==> src/rtl/fixed_point_pkg.sv <==
// Shared Q16.16 fixed-point types, limits and saturation helper for the
// vertex-transform datapath.
package fixed_point_pkg;

  localparam int FP_W       = 32;
  localparam int fraction_w = 16;

  typedef logic signed [FP_W-1:0] fixed_point_t;
  // Two guard bits: a sum of four sign-extended W-bit terms cannot wrap.
  typedef logic signed [FP_W+1:0] fp_acc_t;

  localparam fixed_point_t FP_MAX = {1'b0, {(FP_W-1){1'b1}}};
  localparam fixed_point_t FP_MIN = {1'b1, {(FP_W-1){1'b0}}};

  typedef enum logic [1:0] {
    ST_IDLE,
    ST_ACC,
    ST_OUT
  } dot_state_e;

  typedef struct packed {
    fixed_point_t value;
    logic         overflow;
  } fp_sat_t;

  function automatic fp_sat_t fp_saturate(input fp_acc_t acc);
    fp_sat_t s;
    if (acc > fp_acc_t'(FP_MAX)) begin
      s.value    = FP_MAX;
      s.overflow = 1'b1;
    end else if (acc < fp_acc_t'(FP_MIN)) begin
      s.value    = FP_MIN;
      s.overflow = 1'b1;
    end else begin
      s.value    = acc[FP_W-1:0];
      s.overflow = 1'b0;
    end
    return s;
  endfunction

endpackage

==> src/rtl/fixed_point_mul.sv <==
// Combinational Q16.16 multiplier: full signed product, floor-shifted by the
// fraction width, truncated to W bits, with a range flag.
module fixed_point_mul
  import fixed_point_pkg::*;
(
  input  fixed_point_t i_a,
  input  fixed_point_t i_b,
  output fixed_point_t o_product,
  output logic         o_overflow
);

  logic signed [2*FP_W-1:0] w_a_ext;
  logic signed [2*FP_W-1:0] w_b_ext;
  logic signed [2*FP_W-1:0] w_full;
  logic signed [2*FP_W-1:0] w_shifted;

  assign w_a_ext   = {{FP_W{i_a[FP_W-1]}}, i_a};
  assign w_b_ext   = {{FP_W{i_b[FP_W-1]}}, i_b};
  assign w_full    = w_a_ext * w_b_ext;
  // Arithmetic shift rounds toward minus infinity.
  assign w_shifted = w_full >>> fraction_w;

  assign o_product  = w_shifted[FP_W-1:0];
  assign o_overflow = (w_shifted[2*FP_W-1:FP_W-1] != {(FP_W+1){w_shifted[FP_W-1]}});

endmodule

==> src/rtl/fixed_point_dot4.sv <==
// Sequential fixed-point dot product: one shared multiplier walks N_TERMS
// latched operand pairs, then a saturated result waits on a valid/ready output.
module fixed_point_dot4
  import fixed_point_pkg::*;
#(
  parameter int N_TERMS = 4
) (
  input  logic         clk,
  input  logic         rst,
  input  logic         in_valid,
  output logic         in_ready,
  input  fixed_point_t a [N_TERMS],
  input  fixed_point_t b [N_TERMS],
  output logic         out_valid,
  input  logic         out_ready,
  output fixed_point_t result,
  output logic         overflow
);

  localparam int IDX_W = (N_TERMS > 1) ? $clog2(N_TERMS) : 1;
  localparam logic [IDX_W-1:0] LAST_IDX = IDX_W'(N_TERMS - 1);

  dot_state_e     r_state;
  dot_state_e     w_state_next;
  fixed_point_t   r_a [N_TERMS];
  fixed_point_t   r_b [N_TERMS];
  logic [IDX_W-1:0] r_idx;
  fp_acc_t        r_acc;
  fp_acc_t        w_sum;
  fixed_point_t   w_product;
  fp_sat_t        w_sat;
  logic           w_accept;
  logic           w_mul_overflow_unused;

  assign in_ready = (r_state == ST_IDLE) && !rst;
  assign w_accept = in_valid && in_ready;

  fixed_point_mul u_mul (
    .i_a        (r_a[r_idx]),
    .i_b        (r_b[r_idx]),
    .o_product  (w_product),
    .o_overflow (w_mul_overflow_unused)
  );

  assign w_sum = r_acc + fp_acc_t'(w_product);
  assign w_sat = fp_saturate(w_sum);

  // NOTE: sequential state uses non-blocking assignment so every flop
  // samples pre-edge values regardless of statement order.
  always_ff @(posedge clk) begin
    if (rst) r_state <= ST_IDLE;
    else     r_state <= w_state_next;
  end

  always_comb begin
    // NOTE: default first so no path leaves the signal unassigned (no latch).
    w_state_next = r_state;
    case (r_state)
      ST_IDLE: if (w_accept)            w_state_next = ST_ACC;
      ST_ACC:  if (r_idx == LAST_IDX)   w_state_next = ST_OUT;
      ST_OUT:  if (out_ready)           w_state_next = ST_IDLE;
      default:                          w_state_next = ST_IDLE;
    endcase
  end

  always_ff @(posedge clk) begin
    if (rst) begin
      // NOTE: operand registers are reset too; an abandoned transaction must
      // leave no stale operands behind, and the array is only a few words.
      r_a       <= '{default: '0};
      r_b       <= '{default: '0};
      r_idx     <= '0;
      r_acc     <= '0;
      out_valid <= 1'b0;
      result    <= '0;
      overflow  <= 1'b0;
    end else begin
      case (r_state)
        ST_IDLE: begin
          if (w_accept) begin
            r_a   <= a;
            r_b   <= b;
            r_acc <= '0;
            r_idx <= '0;
          end
        end
        ST_ACC: begin
          r_acc <= w_sum;
          r_idx <= r_idx + IDX_W'(1);
          if (r_idx == LAST_IDX) begin
            result    <= w_sat.value;
            overflow  <= w_sat.overflow;
            out_valid <= 1'b1;
          end
        end
        ST_OUT: begin
          if (out_ready) out_valid <= 1'b0;
        end
        default: ;
      endcase
    end
  end

endmodule
==> config.mk <==
export PLATFORM = sky130hd
export DESIGN_NAME = fixed_point_dot4
export DESIGN_NICKNAME = d
export VERILOG_FILES = /design/src/rtl/fixed_point_pkg.sv /design/src/rtl/fixed_point_mul.sv /design/src/rtl/fixed_point_dot4.sv
export SDC_FILE = /design/constraint.sdc
export NUM_CORES = 2
export LEC_CHECK = 0
export CAP_MARGIN = 20
export CORE_ASPECT_RATIO = 1.5
export CORE_MARGIN = 8
export CORE_UTILIZATION = 40
export DETAILED_ROUTE_END_ITERATION = 10
export HOLD_SLACK_MARGIN = 0.08
export PLACE_DENSITY = 0.58
export RECOVER_POWER = 50
export SYNTH_ARGS = -nofsm -noshare
export SYNTH_HDL_FRONTEND = slang
export SYNTH_SLANG_ARGS = --single-unit
==> constraint.sdc <==
create_clock -name clk -period 19.3 [get_ports clk]
set_input_delay 2.895 -clock clk [delete_from_list [all_inputs] [get_ports clk]]
set_output_delay 2.895 -clock clk [all_outputs]
set_load 0.02 [all_outputs]
After elaboration in Yosys (flattened, before gate mapping)
Index checks and enable logic that the tools add are counted.
{ "op_classes": {"n_mul": 1, "bitwise_logic": 1, "muxes": 19, "n_reduce_logical": 11, "eq_ne": 6, "addsub": 2, "order_cmp": 3} }
{ "ops": {"columns": ["op", "count"], "rows": [
  ["$bmux 32 s2", 2],
  ["$mux 32", 4],
  ["$pmux 34 s2", 1],
  ["$mux 33", 2],
  ["$mul 32x32->48", 1],
  ["$add 34x32->34", 1],
  ["$gt 34x32->1 const B", 1],
  ["$lt 34x32->1 const B", 1],
  ["$mux 34", 1],
  ["$mux 2", 4],
  ["$ne 2x2->1 const B", 3],
  ["$pmux 2 s3", 1],
  ["$reduce_and 2->1", 3],
  ["$reduce_and 3->1", 2],
  ["$eq 2x2->1 const B", 2],
  ["$pmux 2 s2", 1],
  ["$reduce_bool 2->1", 2],
  ["$ge 3x3->1 const B", 1],
  ["$not 2->3", 1],
  ["$add 2x1->2 const B", 1],
  ["$eq 2x1->1 const B", 1],
  ["$logic_and 1x1->1", 2],
  ["$logic_not 2->1", 1],
  ["$mux 1", 2],
  ["other kinds (2)", 2]
]} }
{ "totals": {"word_cells": 57, "ff_bits": 328} }

Logic depth before layout (Yosys ltp)
{ "depth": {"word_depth": 9, "mapped_depth": 51, "mapped_depth_nobuf": 42} }

By module
From an unflattened synthesis, not the netlist that was laid out.
{ "unflattened": {"cells_unflattened": 5651, "hier_area_um2": 51790.9} }
{ "by_module_without_submodules": {"columns": ["module", "cells_per_inst", "instances", "seq_area_each_um2", "area_per_inst_um2"], "rows": [
  ["fixed_point_mul", 3862, 1, 0.0, 36119.6],
  ["fixed_point_dot4", 1789, 1, 6566.3, 15671.3]
]} }

Worst setup path before layout
No wires, ideal clock.
{ "synth_timing": {"path_type": "reg-to-reg", "startpoint": "register r_idx[0]", "endpoint": "register result[10]", "stages_incl_launch_ff": 50, "n_path_buf": 9, "setup_slack_ns": 7.307, "synth_period_minus_slack_ns": 11.993, "t_arrival_ns": 11.912, "setup_ns": 0.081, "cell_sequence": "dfxtp_1 > buf_6 > buf_6 > buf_4 > buf_1 > buf_1 > clkbuf_1 > mux2i_1 > nand2_1 > o21ai_1 > clkbuf_1 > nor2_1 > fa_1 > fa_1 > inv_1 > fa_1 > fa_1 > inv_1 > [14 not listed] > o311ai_0 > nand2_1 > a21oi_1 > xnor2_1 > ha_1 > a21o_1 > a21o_1 > a21oi_1 > nor2_1 > a211oi_1 > o31a_1 > o21ai_0 > xor3_2 > o211ai_4 > buf_6 > buf_8 > nand2_2 > a211oi_2"} }
{ "synth_via": {"elab_chain_len": 9, "elab_cells_between_ends": 15, "classes_between": "add/sub (1); mul (1); order compare (2); eq/ne (1); mux (8); bitwise (1); reduce/logical (1)"} }
{ "synth_lines": {"columns": ["item", "line_no", "text"], "rows": [
  ["start: declaration", "fixed_point_dot4.sv:27", "logic [IDX_W-1:0] r_idx;"],
  ["start signal: assignment", "fixed_point_dot4.sv:89", "r_idx <= r_idx + IDX_W'(1);"],
  ["$not 2->3 (not written as such)", "fixed_point_dot4.sv:39, fixed_point_dot4.sv:40", null],
  ["$bmux 32 s2 (on tied branches)", "fixed_point_dot4.sv:39, fixed_point_dot4.sv:40", null],
  ["$mux 32 (on tied branches) (2 in a row)", "fixed_point_dot4.sv:39, fixed_point_dot4.sv:40", null],
  ["$mul 32x32->48", "fixed_point_mul.sv:19", "assign w_full = w_a_ext * w_b_ext;"],
  ["$add 34x32->34", "fixed_point_dot4.sv:45", "assign w_sum = r_acc + fp_acc_t'(w_product);"],
  ["$lt 34x32->1", "fixed_point_pkg.sv:31", "end else if (acc < fp_acc_t'(FP_MIN)) begin"],
  ["$mux 33", "fixed_point_pkg.sv:31", null],
  ["$mux 33", "fixed_point_pkg.sv:28", "if (acc > fp_acc_t'(FP_MAX)) begin"],
  ["end signal: assignment", "fixed_point_dot4.sv:91", "result <= w_sat.value;"],
  ["end: declaration", "fixed_point_dot4.sv:16", "output fixed_point_t result,"]
]} }
Parallel ways exist; a longest one is shown, timed or not. The select of a mux whose other input is x is not followed.
A chain may end at the register's enable or synchronous reset.

Worst setup path in the final report
{ "layout_timing": {"startpoint": "register r_idx[0]", "endpoint": "register result[27]"} }
The elaborated chain is that of the path after synthesis.

==> impl_metrics.tcl <==
set metrics [dict create \
    outcome "finished, violations left" \
    violations "max-capacitance violations, max-slew violations" \
    dpl.hpwl_um 123000 \
    cts_tree "built" \
    whs_path_depth 2 \
    critPathMostFrequentCell "fa_1" \
    drc 0 \
    regArea_um2 6570 \
    via_per_inst 5.31 \
    grt_pass1_vias 38800 \
    die_h_um 422 \
    rr_worst_depth 41 \
    synth_seq_cells 328 \
    seq_area_frac_synth_pct 14.9 \
    fin_crit_ns 13.78 \
    max-vdd-ir-drop_mv 0.354 \
    grt.total_usage_pct 26.2 \
    io_buffers 294 \
    cts_hold_buf 0 \
    grt_max_degree 194 \
    yosysTopAreaCell "fa_1" \
    layout-drive-gt1-share_pct 5.60 \
    wl_per_cell_um 23.7 \
    core_um2 110000 \
    drv_cap 5 \
    drt_iter0_markers 2406 \
    cp_max_fo 42 \
    fmax_mhz 72.5 \
    gp_congestion 0.933 \
    clock_path_buffers 3 \
    drv_slew 438 \
    insertion_delay_ns 0.62 \
    timing.slew.headroom_pct -271 \
    post-cts-setup-buffers 0 \
    synthTopCellsByArea "fa_1 38%, dfxtp_1 15%, nand2_1 9.3%" \
    ys_types 73 \
    ys_warn_count 0 \
    arrival_ns 14.21 \
    powerDensity_nw_per_um2 130 \
    synth_common_cells "1091 x nand2_1, 842 x inv_1, 839 x fa_1, 491 x nor2_1, 328 x dfxtp_1" \
    rows 149 \
    drt-total-wl_um 157000 \
    synth_top_cell_area_share_pct 38.2 \
    worst_slew_pin_slew_ns 5.56 \
    cts_resized 0 \
    antenna_found_initial 6 \
    path_clk_slew_ns 0.06 \
    hp-class "flip-flop to flip-flop" \
    vias 35200 \
    cts.htree.levels 2 \
    fin_setup_tns_ns 0 \
    multi_input_area_um2 33200 \
    rsz0062_at_grt "false" \
    synth_ff_type "dfxtp_1" \
    crit_required_ns 19.73 \
    async_flop_share_pct 0 \
    dieArea_um2 121000 \
    pin_count 295 \
    path_class "flip-flop to flip-flop" \
    finalClockSkew_ns 0.0407 \
    cts_root_buf "clkbuf_16" \
    synth_area_um2 44000 \
    hold_violations 0 \
    setup_viol 0 \
    syn-num-nets 6334 \
    postRouteAntennaNets 0 \
    worstSetupStartpointType "flip-flop" \
    synth_most_common_cell "nand2_1" \
    grt-ovfl-total 0 \
    grt_pass1_wl_um 239000 \
    fin_hold_ws_ns 0.473 \
    cts_buffers 37 \
    end_kind "flip-flop" \
    synth_edf_count 0 \
    power_leakage_nw 23.2 \
    nets 6466 \
    crit_slowest_cell "a221oi_1" \
    dr.pass1.iters 6 \
    fp.dieW_um 287 \
    syn_inst 5038 \
    syn2layout_area_growth_pct 12.5 \
    fillers 10900 \
    avgSynthCellArea_um2 8.73 \
    start_util_pct 40.1 \
    critPathMaxStageDelay_ns 0.81 \
    period_share_pct 71.4 \
    cts_num_sinks 328 \
    utilization_pct 45.2 \
]
-- worst paths after layout --
path | end | slack (ns) | startpoint
min reg2reg | r_acc[31] | 0.47 | r_acc[31]
max reg2reg | result[27] | 5.52 | r_idx[0]
min | r_acc[31] | 0.47 | r_acc[31]
max | result[27] | 5.52 | r_idx[0]
-- placed cells by master, fill, tap and decap left out, drive strengths merged, types with 6 or more instances in the layout --
cell and instances:
a21o 42, xnor2 68, clkbuf 55, inv 846
nand2b 9, nor3 19, buf 77, a31oi 8
mux4 38, o21a 42, nor2 492, clkinv 6
clkdlybuf4s50 259, a21oi 86, xor2 23, o21ai 72
dfxtp 328, o21bai 8, fa 839, nor2b 9
nand3b 249, o31ai 9, mux2 46, ha 197
and2 43, dlygate4sd3 34, nand2 1101, nand3 41
mux2i 53, a211oi 39
-- flip-flops by register name, indices dropped and copies added, names as in the netlist --
signal,cells
out_valid,1
r_acc,34
r_idx,2
r_state,2
overflow,1
r_a,128
result,32
r_b,128
-- worst max-delay path: cells and delay by family (launching register included) --
family                   cells  cell delay [ns]
adder cells (fa/ha/maj)     10             4.38
AO/OA/AOI/OAI               12             3.69
AND/OR/NAND/NOR              8             2.11
buffers and inverters        8             1.97
flip-flops                   1             0.67
multiplexers                 1             0.35
XOR/XNOR                     2             0.32
-- area by class of cell --
class	count	share of cell area, %
multi-input combinational	3585	67.0
tap	1434	3.62
clock inverter	10	0.288
sequential	328	13.3
timing repair buffer	373	7.18
inverter	845	6.41
clock buffer	52	2.21
antenna	5	0.0253
-- power by group --
group          internal [mW]  switching [mW]
combinational           1.79            3.12
clock                  0.424           0.318
sequential             0.738          0.0446
total                   2.95            3.48
-- kinds of logic after synthesis --
family	synth area share [%]
xor gates and xnor gates	2.04
muxes	4.33
DFF	14.9
adders and majority gates	43.8
and+or+nand+nor	19.7
AOI/OAI and AO/OA	5.35
buffers and inverters	9.84
-- per-layer routing --
layer  wire length [um]  vias to the layer above  track usage [%]
li1                   -                    15500                -
met1              55800                    17700             29.1
met2              77500                     1440             45.2
met3              10900                      518             4.71
met4              13200                        0             17.8
met5                  0                        -                0
-- metrics by stage --
stage               total power, mW  setup WS [ns]  std cells  area [um^2]
floorplan                      4.28           7.31       5038        44000
global placement               5.67           5.65       6562        48200
detailed placement             5.67           5.52       6564        48300
CTS                            6.47           5.46       6626        49500
global route                   7.01           4.62       6631        49500
finish                         6.44           5.52       6632        49500
(Power assumes the default switching activity.)
